File: config.mk
export PLATFORM = sky130hd
export DESIGN_NAME = mem_arbiter
export DESIGN_NICKNAME = d
export VERILOG_FILES = /design/src/rtl/mem_arbiter.sv
export SDC_FILE = /design/constraint.sdc
export NUM_CORES = 1
export LEC_CHECK = 0
export BUFFER_PORTS_ARGS = -buffer_cell sky130_fd_sc_hd__buf_2
export CAP_MARGIN = 10
export CORE_ASPECT_RATIO = 1.5
export CORE_MARGIN = 5
export CORE_UTILIZATION = 40
export DETAILED_ROUTE_END_ITERATION = 12
export GPL_TIMING_DRIVEN = 0
export PLACE_DENSITY = 0.69
export SKIP_CTS_REPAIR_TIMING = 1
export SYNTH_ARGS = -nofsm -noshare
export SYNTH_HDL_FRONTEND = slang
export SYNTH_SLANG_ARGS = --single-unit
File: constraint.sdc
create_clock -name clk -period 10 [get_ports clk]
set_clock_uncertainty 0.15 [all_clocks]
set_input_delay 1 -clock clk [delete_from_list [all_inputs] [get_ports clk]]
set_output_delay 1 -clock clk [all_outputs]
set_load 0.005 [all_outputs]
File: src/rtl/mem_arbiter.sv
// mem_arbiter: shares one MAIN_MEMORY port between the instruction and data caches.
// Round-robin grant, request held on the memory port until DONE, one-cycle DONE/ERROR
// reported back to the owner, and a watchdog for memory that never completes.
module mem_arbiter #(
    parameter int ADDR_WIDTH       = 17,
    parameter int LEN              = 32,
    parameter int ENTRY_INDEX_SIZE = 3,
    parameter int TIMEOUT          = 255
) (
    input  logic                        clk,
    input  logic                        rst,
    input  logic [1:0]                  i_vis_signal,
    input  logic [ADDR_WIDTH-1:0]       i_vis_addr,
    output logic [LEN-1:0]              i_data,
    output logic [1:0]                  i_status,
    input  logic [1:0]                  d_vis_signal,
    input  logic [ADDR_WIDTH-1:0]       d_vis_addr,
    input  logic [LEN-1:0]              d_writen_data,
    input  logic [ENTRY_INDEX_SIZE:0]   d_write_length,
    output logic [LEN-1:0]              d_data,
    output logic [1:0]                  d_status,
    output logic [1:0]                  mem_vis_signal,
    output logic [ADDR_WIDTH-1:0]       mem_vis_addr,
    output logic [LEN-1:0]              mem_writen_data,
    output logic [ENTRY_INDEX_SIZE:0]   mem_length,
    input  logic [LEN-1:0]              mem_data,
    input  logic [1:0]                  mem_status
);

    // Last watchdog value before giving up: a grant lasts at most TIMEOUT cycles.
    localparam logic [7:0] WDOG_LAST = 8'(TIMEOUT - 1);

    typedef enum logic [2:0] {IDLE, GRANT_I, GRANT_D, RESP, ERR} state_t;

    state_t     state, state_nx;
    logic       owner_d;     // 1: D-cache owns the memory port
    logic       last_d;      // 1: last grant went to D-cache
    logic       abort;       // owner dropped its request during the grant
    logic [7:0] wdog;

    logic       i_act, d_act, grant_i, grant_d, owner_act, mem_done, wdog_exp;
    logic [1:0] owner_status, other_status;

    // 01 and 10 are requests; 00 and 11 are idle.
    assign i_act     = i_vis_signal[0] ^ i_vis_signal[1];
    assign d_act     = d_vis_signal[0] ^ d_vis_signal[1];
    assign grant_d   = d_act && (!i_act || !last_d);
    assign grant_i   = i_act && !grant_d;
    assign owner_act = owner_d ? d_act : i_act;
    assign mem_done  = (mem_status == 2'b10);
    assign wdog_exp  = (wdog == WDOG_LAST);

    // State register.
    always_ff @(posedge clk or posedge rst) begin
        if (rst) state <= IDLE;
        else     state <= state_nx;
    end

    // Next-state decode and per-port status reporting.
    always_comb begin
        state_nx     = state;
        owner_status = 2'b00;
        other_status = 2'b00;
        case (state)
            IDLE: begin
                if (grant_d)      state_nx = GRANT_D;
                else if (grant_i) state_nx = GRANT_I;
            end
            GRANT_I, GRANT_D: begin
                owner_status = (owner_act && !abort) ? 2'b01 : 2'b00;
                if (mem_done)      state_nx = RESP;
                else if (wdog_exp) state_nx = ERR;
            end
            RESP: begin
                owner_status = abort ? 2'b00 : 2'b10;
                state_nx     = IDLE;
            end
            ERR: begin
                owner_status = abort ? 2'b00 : 2'b11;
                state_nx     = IDLE;
            end
            default: state_nx = IDLE;
        endcase
        // The waiting port sees busy only while the other port holds memory.
        if (state != IDLE)
            other_status = (owner_d ? i_act : d_act) ? 2'b01 : 2'b00;
        i_status = owner_d ? other_status : owner_status;
        d_status = owner_d ? owner_status : other_status;
    end

    // Ownership, watchdog, memory-port request registers and returned read data.
    always_ff @(posedge clk or posedge rst) begin
        if (rst) begin
            owner_d         <= 1'b0;
            last_d          <= 1'b0;
            abort           <= 1'b0;
            wdog            <= 8'd0;
            mem_vis_signal  <= 2'b00;
            mem_vis_addr    <= '0;
            mem_writen_data <= '0;
            mem_length      <= '0;
            i_data          <= '0;
            d_data          <= '0;
        end else begin
            case (state)
                IDLE: begin
                    wdog  <= 8'd0;
                    abort <= 1'b0;
                    if (grant_d) begin
                        owner_d         <= 1'b1;
                        last_d          <= 1'b1;
                        mem_vis_signal  <= d_vis_signal;
                        mem_vis_addr    <= d_vis_addr;
                        mem_writen_data <= d_writen_data;
                        mem_length      <= d_write_length;
                    end else if (grant_i) begin
                        owner_d         <= 1'b0;
                        last_d          <= 1'b0;
                        mem_vis_signal  <= i_vis_signal;
                        mem_vis_addr    <= i_vis_addr;
                        mem_writen_data <= '0;
                        mem_length      <= '0;
                    end
                end
                GRANT_I, GRANT_D: begin
                    wdog <= wdog + 8'd1;
                    if (!owner_act) abort <= 1'b1;
                    if (mem_done) begin
                        mem_vis_signal <= 2'b00;
                        // Only reads return data; writes leave the port's data untouched.
                        if (mem_vis_signal == 2'b01) begin
                            if (owner_d) d_data <= mem_data;
                            else         i_data <= mem_data;
                        end
                    end else if (wdog_exp) begin
                        mem_vis_signal <= 2'b00;
                    end
                end
                default: ;
            endcase
        end
    end

endmodule

# ---- After elaboration in Yosys (flattened, before gate mapping)
# Cells that the tools add are included.
dict set report word_totals {
  input_bits 110
  word_cells 74
  regBits 132
  out_inout_bits 123
}
dict set report classes {
  n_bitwise 3
  n_eq_ne 10
  muxes 31
  n_addsub 1
  reduce_logical 19
}
# operator n
set op_table {}
lappend op_table {{32-bit 2-to-1 mux} 2}
lappend op_table {{17-bit 2-to-1 mux} 2}
lappend op_table {{2-bit 2-to-1 mux} 8}
lappend op_table {{8-bit case mux with 2 select lines} 1}
lappend op_table {{3-bit 2-to-1 mux} 4}
lappend op_table {{8-bit by 1-bit adder with 8-bit output, second input constant} 1}
lappend op_table {{8-bit equality test, second input constant} 1}
lappend op_table {{1-bit 2-to-1 mux} 8}
lappend op_table {{4-bit 2-to-1 mux} 2}
lappend op_table {{4-bit AND reduction} 2}
lappend op_table {{3-bit by 2-bit equality test with 1-bit output, second input constant} 2}
lappend op_table {{3-bit inequality test, second input constant} 2}
lappend op_table {{2-bit case mux with 3 select lines} 1}
lappend op_table {{3-bit case mux with 2 select lines} 1}
lappend op_table {{2-bit AND reduction} 3}
lappend op_table {{1-bit logical NOT} 4}
lappend op_table {{2-bit case mux with 2 select lines} 1}
lappend op_table {{2-bit nonzero test} 2}
lappend op_table {{3-bit by 1-bit equality test with 1-bit output, second input constant} 1}
lappend op_table {{3-bit equality test, second input constant} 1}
lappend op_table {{1-bit logical AND} 3}
lappend op_table {{3-bit logical NOT} 1}
lappend op_table {{3-bit AND reduction} 1}
lappend op_table {{3-bit nonzero test} 1}
lappend op_table {{other kinds (8)} 9}

# ---- Longest topological paths before layout
dict set report depth {
  depth_word 9
  depth_mapped 6
  mapped_depth_nobuf 6
}

# ---- Worst setup path after synthesis
# OpenSTA, ideal clock, no wires.
dict set report synth_timing {
  kind {input-to-output}
  startpoint {in d_vis_signal[1]}
  endpoint {out d_status[0]}
  required_ns 8.850
  cell_stages 3
  arrival_ns 1.494
  n_path_buf 0
  path_slack_ns 7.356
  cell_sequence {xor2_1 o2111ai_1 o21ai_0}
}
dict set report synth_between {
  elab_chain_len 6
  elab_cells_between_ends 9
  cone_classes {7 x mux; 1 x bitwise; 1 x reduce/logical}
}
# element line
set synth_rtl {}
lappend synth_rtl {{from (decl)} 16} ;# input logic [1:0] d_vis_signal,
lappend synth_rtl {{1-bit XOR *} 46} ;# assign d_act = d_vis_signal[0] ^ d_vis_signal[1];
lappend synth_rtl {{1-bit 2-to-1 mux} 49} ;# assign owner_act = owner_d ? d_act : i_act;
lappend synth_rtl {{1-bit logical AND} 70} ;# owner_status = (owner_act && !abort) ? 2'b01 : 2'b00;
lappend synth_rtl {{1-bit 2-to-1 mux} 70}
lappend synth_rtl {{2-bit case mux with 3 select lines} 64} ;# case (state)
lappend synth_rtl {{2-bit 2-to-1 mux *} 88} ;# d_status = owner_d ? owner_status : other_status;
lappend synth_rtl {{to (decl)} 21} ;# output logic [1:0] d_status,
# Mark *: on every way between the ends. The rest lies on a longest branch, timed or not.

# ---- Worst setup path in the final report
dict set report layout_timing {
  startpoint {reg state[2]}
  endpoint {out i_status[0]}
}
dict set report layout_between {
  elab_chain_len 4
  elab_cells_between_ends 9
  cone_classes {4 x eq/ne; 3 x mux; 2 x reduce/logical}
}
# element line
set layout_rtl {}
lappend layout_rtl {{from (decl)} 35} ;# state_t state, state_nx;
lappend layout_rtl {{from (signal assigned)} 56} ;# else state <= state_nx;
lappend layout_rtl {{3-bit by 1-bit equality test with 1-bit output or 3-bit by 2-bit equality test with 1-bit output (tied branches)} 64}
lappend layout_rtl {{2-bit OR reduction} 64}
lappend layout_rtl {{2-bit case mux with 3 select lines} 64}
lappend layout_rtl {{2-bit 2-to-1 mux *} 87} ;# i_status = owner_d ? other_status : owner_status;
lappend layout_rtl {{to (decl)} 15} ;# output logic [1:0] i_status,
# Marked as above.

==> reports/summary.txt <==
=======================================================================================
Post-synthesis to final-layout area growth ...............................        37.3%
Top_reg_cell synth ....................................................... sky130_fd_sc_hd__dfrtp_1
Die extent in x ..........................................................  105 microns
Critical path arrival ....................................................      2.21 ns
Number of enable-type register cells in the synthesized netlist ..........            0
Number of flip-flops and latches in the synthesized netlist ..............          132
Placer congestion estimate ...............................................        0.856
Fin. max-slew vios .......................................................            0
CTS sink cnt .............................................................          132
YS warnings ..............................................................            0
Number of DRC violations after detailed routing ..........................            0
Count of endpoints failing hold in the final timing report ...............            0
Post-synthesis cell type count ...........................................           40
Mean post-synth cell area ................................................   13.8 sq um
Die Y ....................................................................  153 microns
Min Tclk post-route ......................................................      3.36 ns
Largest driver fanout on the critical path ...............................           10
Clock network fraction of total power ....................................        28.0%
Number of fill cells .....................................................         1163
Multi-input gate area ....................................................   2010 sq um
H-tree levels ............................................................            4
Starting Density .........................................................        40.5%
Type of origin of the critical path ......................................         flop
Final setup violation count ..............................................            0
Clock tree from TritonCTS ................................................         done
Num ports ................................................................          233
Reported leakage power ...................................................      4.08 nW
Number of instances in the synthesized netlist ...........................          396
Antenna diodes ...........................................................            0
Max stage delay cell, worst path ......................................... sky130_fd_sc_hd__clkbuf_1
Worst hold margin ........................................................     0.324 ns
Core Box Area ............................................................  13500 sq um
First-pass GRT wire length ...............................................      23.6 mm
Initial antenna violation count ..........................................            0
WS Path Type ............................................................. flop to primary output
Post-layout net count ....................................................          760
Buffer cell driving the clock tree root .................................. sky130_fd_sc_hd__clkbuf_16
Seq. cell area ...........................................................   3300 sq um
Largest incremental delay on the critical path ...........................      0.37 ns
PortBufs .................................................................          232
Fraction of synthesis flops using an asynchronous set or reset pin .......         100%
Total nets after synthesis ...............................................          508
Most numerous cell on the critical path .................................. sky130_fd_sc_hd__clkbuf_1
Reported net switching power .............................................       743 uW
Average wire length per cell after detail routing ........................ 17.7 microns
Critical path destination ................................................  i_status[0]
Sequential fraction of the synthesis area ................................        60.5%
TritonRoute pass-1 iters .................................................            4
Final-layout setup total negative slack ..................................         0 ns
Worst reg2reg path depth .................................................            6
Number of violations reported at the end of detailed-routing iteration 0 .          126
Worst Setup Slack post-DPL ...............................................      6.86 ns
Pwr per Cell Area ........................................................  321 nW/um^2
Instance count after placement with tap cells included ...................          791
Placed inst area .........................................................   6850 sq um
Unrepaired setup endpoints after global routing ..........................           no
Category of the worst setup path capture point ........................... primary output
Result of the run ........................................................    completed
VDD IR-drop max ..........................................................       140 uV
Max capacitance violation total ..........................................            0
Origin of the worst setup path ...........................................     state[2]
Number of core rows ......................................................           52
Clk Latency, worst-skew pair .............................................      0.40 ns
Via density ..............................................................         5.04
Clock-pin transition on the worst setup and hold timing paths ............      0.06 ns
Final global-route overflow total ........................................            0
Worst min-delay path class ............................................... flop to flop
Overall routing resource usage ...........................................        18.3%
Least setup slack across all paths after layout ..........................      6.64 ns
Post-synth design cell area ..............................................   5460 sq um
Relative contribution of sequential cells to total power .................        38.4%
Cells along the critical path ............................................ clkbuf_1 -> or3_1 -> clkbuf_1 -> clkbuf_1 -> o21ai_0 -> o22ai_1 -> buf_2
Maximum number of pins on one net before global-route repair .............           72
Cell Count, Final, Fillers Out ...........................................          822
Number of vias in the routed layout ......................................         4141
Total CTS buffers ........................................................           17
Launching point of the worst reg2reg path ................................     state[2]
Worst Tran Pin Value .....................................................     0.753 ns
Ratio of cells with drive above 1 in the final layout ....................        51.5%
Fin crit share ...........................................................        33.6%
Highest clock frequency the design can meet ..............................      298 MHz
P_int ....................................................................      1.66 mW
Wire length reported by the detailed router ..............................      14.5 mm
Comb pwr share ...........................................................        33.6%
Buffer depth of the longest clock path ...................................            2
Tightest slew margin relative to the limit ...............................        49.4%
Critical register-to-register path endpoint .............................. mem_writen_data[12]
ANT nets after route .....................................................            0
Final core area utilization ..............................................        55.6%
HPWL reported at the end of detailed placement ...........................      11.2 mm
Vias in the first global route ...........................................         4594
Net switching share of the total power ...................................        30.9%
Overall power ............................................................      2.40 mW
Internal reg-to-reg setup slack ..........................................      7.50 ns
DIE AREA .................................................................  16100 sq um
Required time worst endpoint .............................................      8.85 ns
Summed area of non-filler cells in the final layout ......................   7490 sq um
=======================================================================================
## state kept, by name, indices dropped and copies added (netlist names)
register / count
abort: 1
d_data: 32
i_data: 32
last_d: 1
mem_length: 4
mem_vis_addr: 17
mem_vis_signal: 2
mem_writen_data: 32
state: 3
wdog: 8
## synth_stat cells, types with 2 or more instances
cell | count | share of area (%)
sky130_fd_sc_hd__and4_1 | 2 | 0.32
sky130_fd_sc_hd__and2_1 | 2 | 0.23
sky130_fd_sc_hd__clkbuf_1 | 14 | 0.96
sky130_fd_sc_hd__inv_1 | 6 | 0.41
sky130_fd_sc_hd__mux2_4 | 30 | 8.3
sky130_fd_sc_hd__and3_1 | 2 | 0.23
sky130_fd_sc_hd__buf_6 | 4 | 0.83
sky130_fd_sc_hd__ha_1 | 2 | 0.46
sky130_fd_sc_hd__a22o_1 | 38 | 6.1
sky130_fd_sc_hd__buf_2 | 5 | 0.46
sky130_fd_sc_hd__nand2b_1 | 2 | 0.23
sky130_fd_sc_hd__mux2i_1 | 23 | 4.2
sky130_fd_sc_hd__o21ai_0 | 27 | 2.5
sky130_fd_sc_hd__dfrtp_1 | 132 | 61
sky130_fd_sc_hd__nor2_1 | 4 | 0.28
sky130_fd_sc_hd__mux2_1 | 2 | 0.41
sky130_fd_sc_hd__xnor2_1 | 2 | 0.32
sky130_fd_sc_hd__nand2_1 | 33 | 2.3
sky130_fd_sc_hd__nor2b_1 | 3 | 0.34
sky130_fd_sc_hd__xor2_1 | 2 | 0.32
sky130_fd_sc_hd__mux2_2 | 33 | 6.8
sky130_fd_sc_hd__nand3_1 | 2 | 0.18
sky130_fd_sc_hd__nor3_1 | 3 | 0.28
sky130_fd_sc_hd__o22ai_1 | 4 | 0.46
sky130_fd_sc_hd__a21oi_1 | 3 | 0.28
sky130_fd_sc_hd__o211ai_1 | 2 | 0.28
## cell usage in the layout (no fill, tap or decap), types with 3 or more instances in the layout
cell,Yosys,layout
sky130_fd_sc_hd__buf_6,4,4
sky130_fd_sc_hd__o22ai_1,4,4
sky130_fd_sc_hd__a21oi_1,3,3
sky130_fd_sc_hd__clkbuf_1,14,15
sky130_fd_sc_hd__clkbuf_16,0,17
sky130_fd_sc_hd__nor2_1,4,4
sky130_fd_sc_hd__buf_2,5,237
sky130_fd_sc_hd__nor3_1,3,3
sky130_fd_sc_hd__clkinv_4,0,5
sky130_fd_sc_hd__dfrtp_1,132,132
sky130_fd_sc_hd__mux2i_1,23,23
sky130_fd_sc_hd__a22o_1,38,38
sky130_fd_sc_hd__inv_1,6,5
sky130_fd_sc_hd__mux2_2,33,33
sky130_fd_sc_hd__o21ai_0,27,27
sky130_fd_sc_hd__mux2_4,30,30
sky130_fd_sc_hd__bufinv_16,0,5
sky130_fd_sc_hd__nor2b_1,3,3
sky130_fd_sc_hd__nand2_1,33,33
sky130_fd_sc_hd__clkinv_2,0,3
## metal layers
metal	share of wire, %	vias to the layer above	global-route usage (%)
li1	-	1935	-
met1	41	2003	21.3
met2	50	192	31.7
met3	8.3	11	5.74
met4	1.1	0	6.25
met5	0	-	0
## worst min-delay path by stage
stage,startpoint,cells past startpoint,end
6_report,mem_vis_addr[8],2,mem_vis_addr[8]
2_1_floorplan,wdog[7],1,wdog[7]
3_5_place_dp,mem_vis_addr[8],2,mem_vis_addr[8]
5_1_grt,i_data[24],1,i_data[24]
3_3_place_gp,wdog[4],1,wdog[4]
4_1_cts,mem_vis_addr[8],2,mem_vis_addr[8]
## area by class of cell
cell class              instances  area share (%)
flip-flops and latches        132            44.1
multi-input cells             235            26.8
repair buffers                233            15.9
clock buffers                  18            5.73
clock inverters                13            2.79
well taps                     162            2.71
plain buffers                  23            1.64
inverters                       6           0.367
## cells by family after synthesis
group	after synthesis	share of synthesized area [%]
flops	132	60.5
xor+xnor	4	0.642
mux	88	19.7
simple gates	61	5.59
buf+inv	29	2.66
fa+ha+maj	2	0.458
compound gates	80	10.4
## power groups by stage
stage | clock network, mW | logic [mW] | registers, mW
floorplan | 0 | 0.418 | 0.935
global placement | 0 | 0.796 | 0.916
detailed placement | 0 | 0.825 | 0.923
CTS | 0.688 | 0.825 | 0.922
global route | 0.714 | 0.892 | 0.956
finish | 0.672 | 0.807 | 0.923
## critical path, delay by kind of cell (launching register included)
family	cells	cell delay, ns
buffers and inverters	4	1.00
flip-flops	1	0.36
AO/OA/AOI/OAI	2	0.29
AND/OR/NAND/NOR	1	0.16
(Power assumes the default switching activity.)
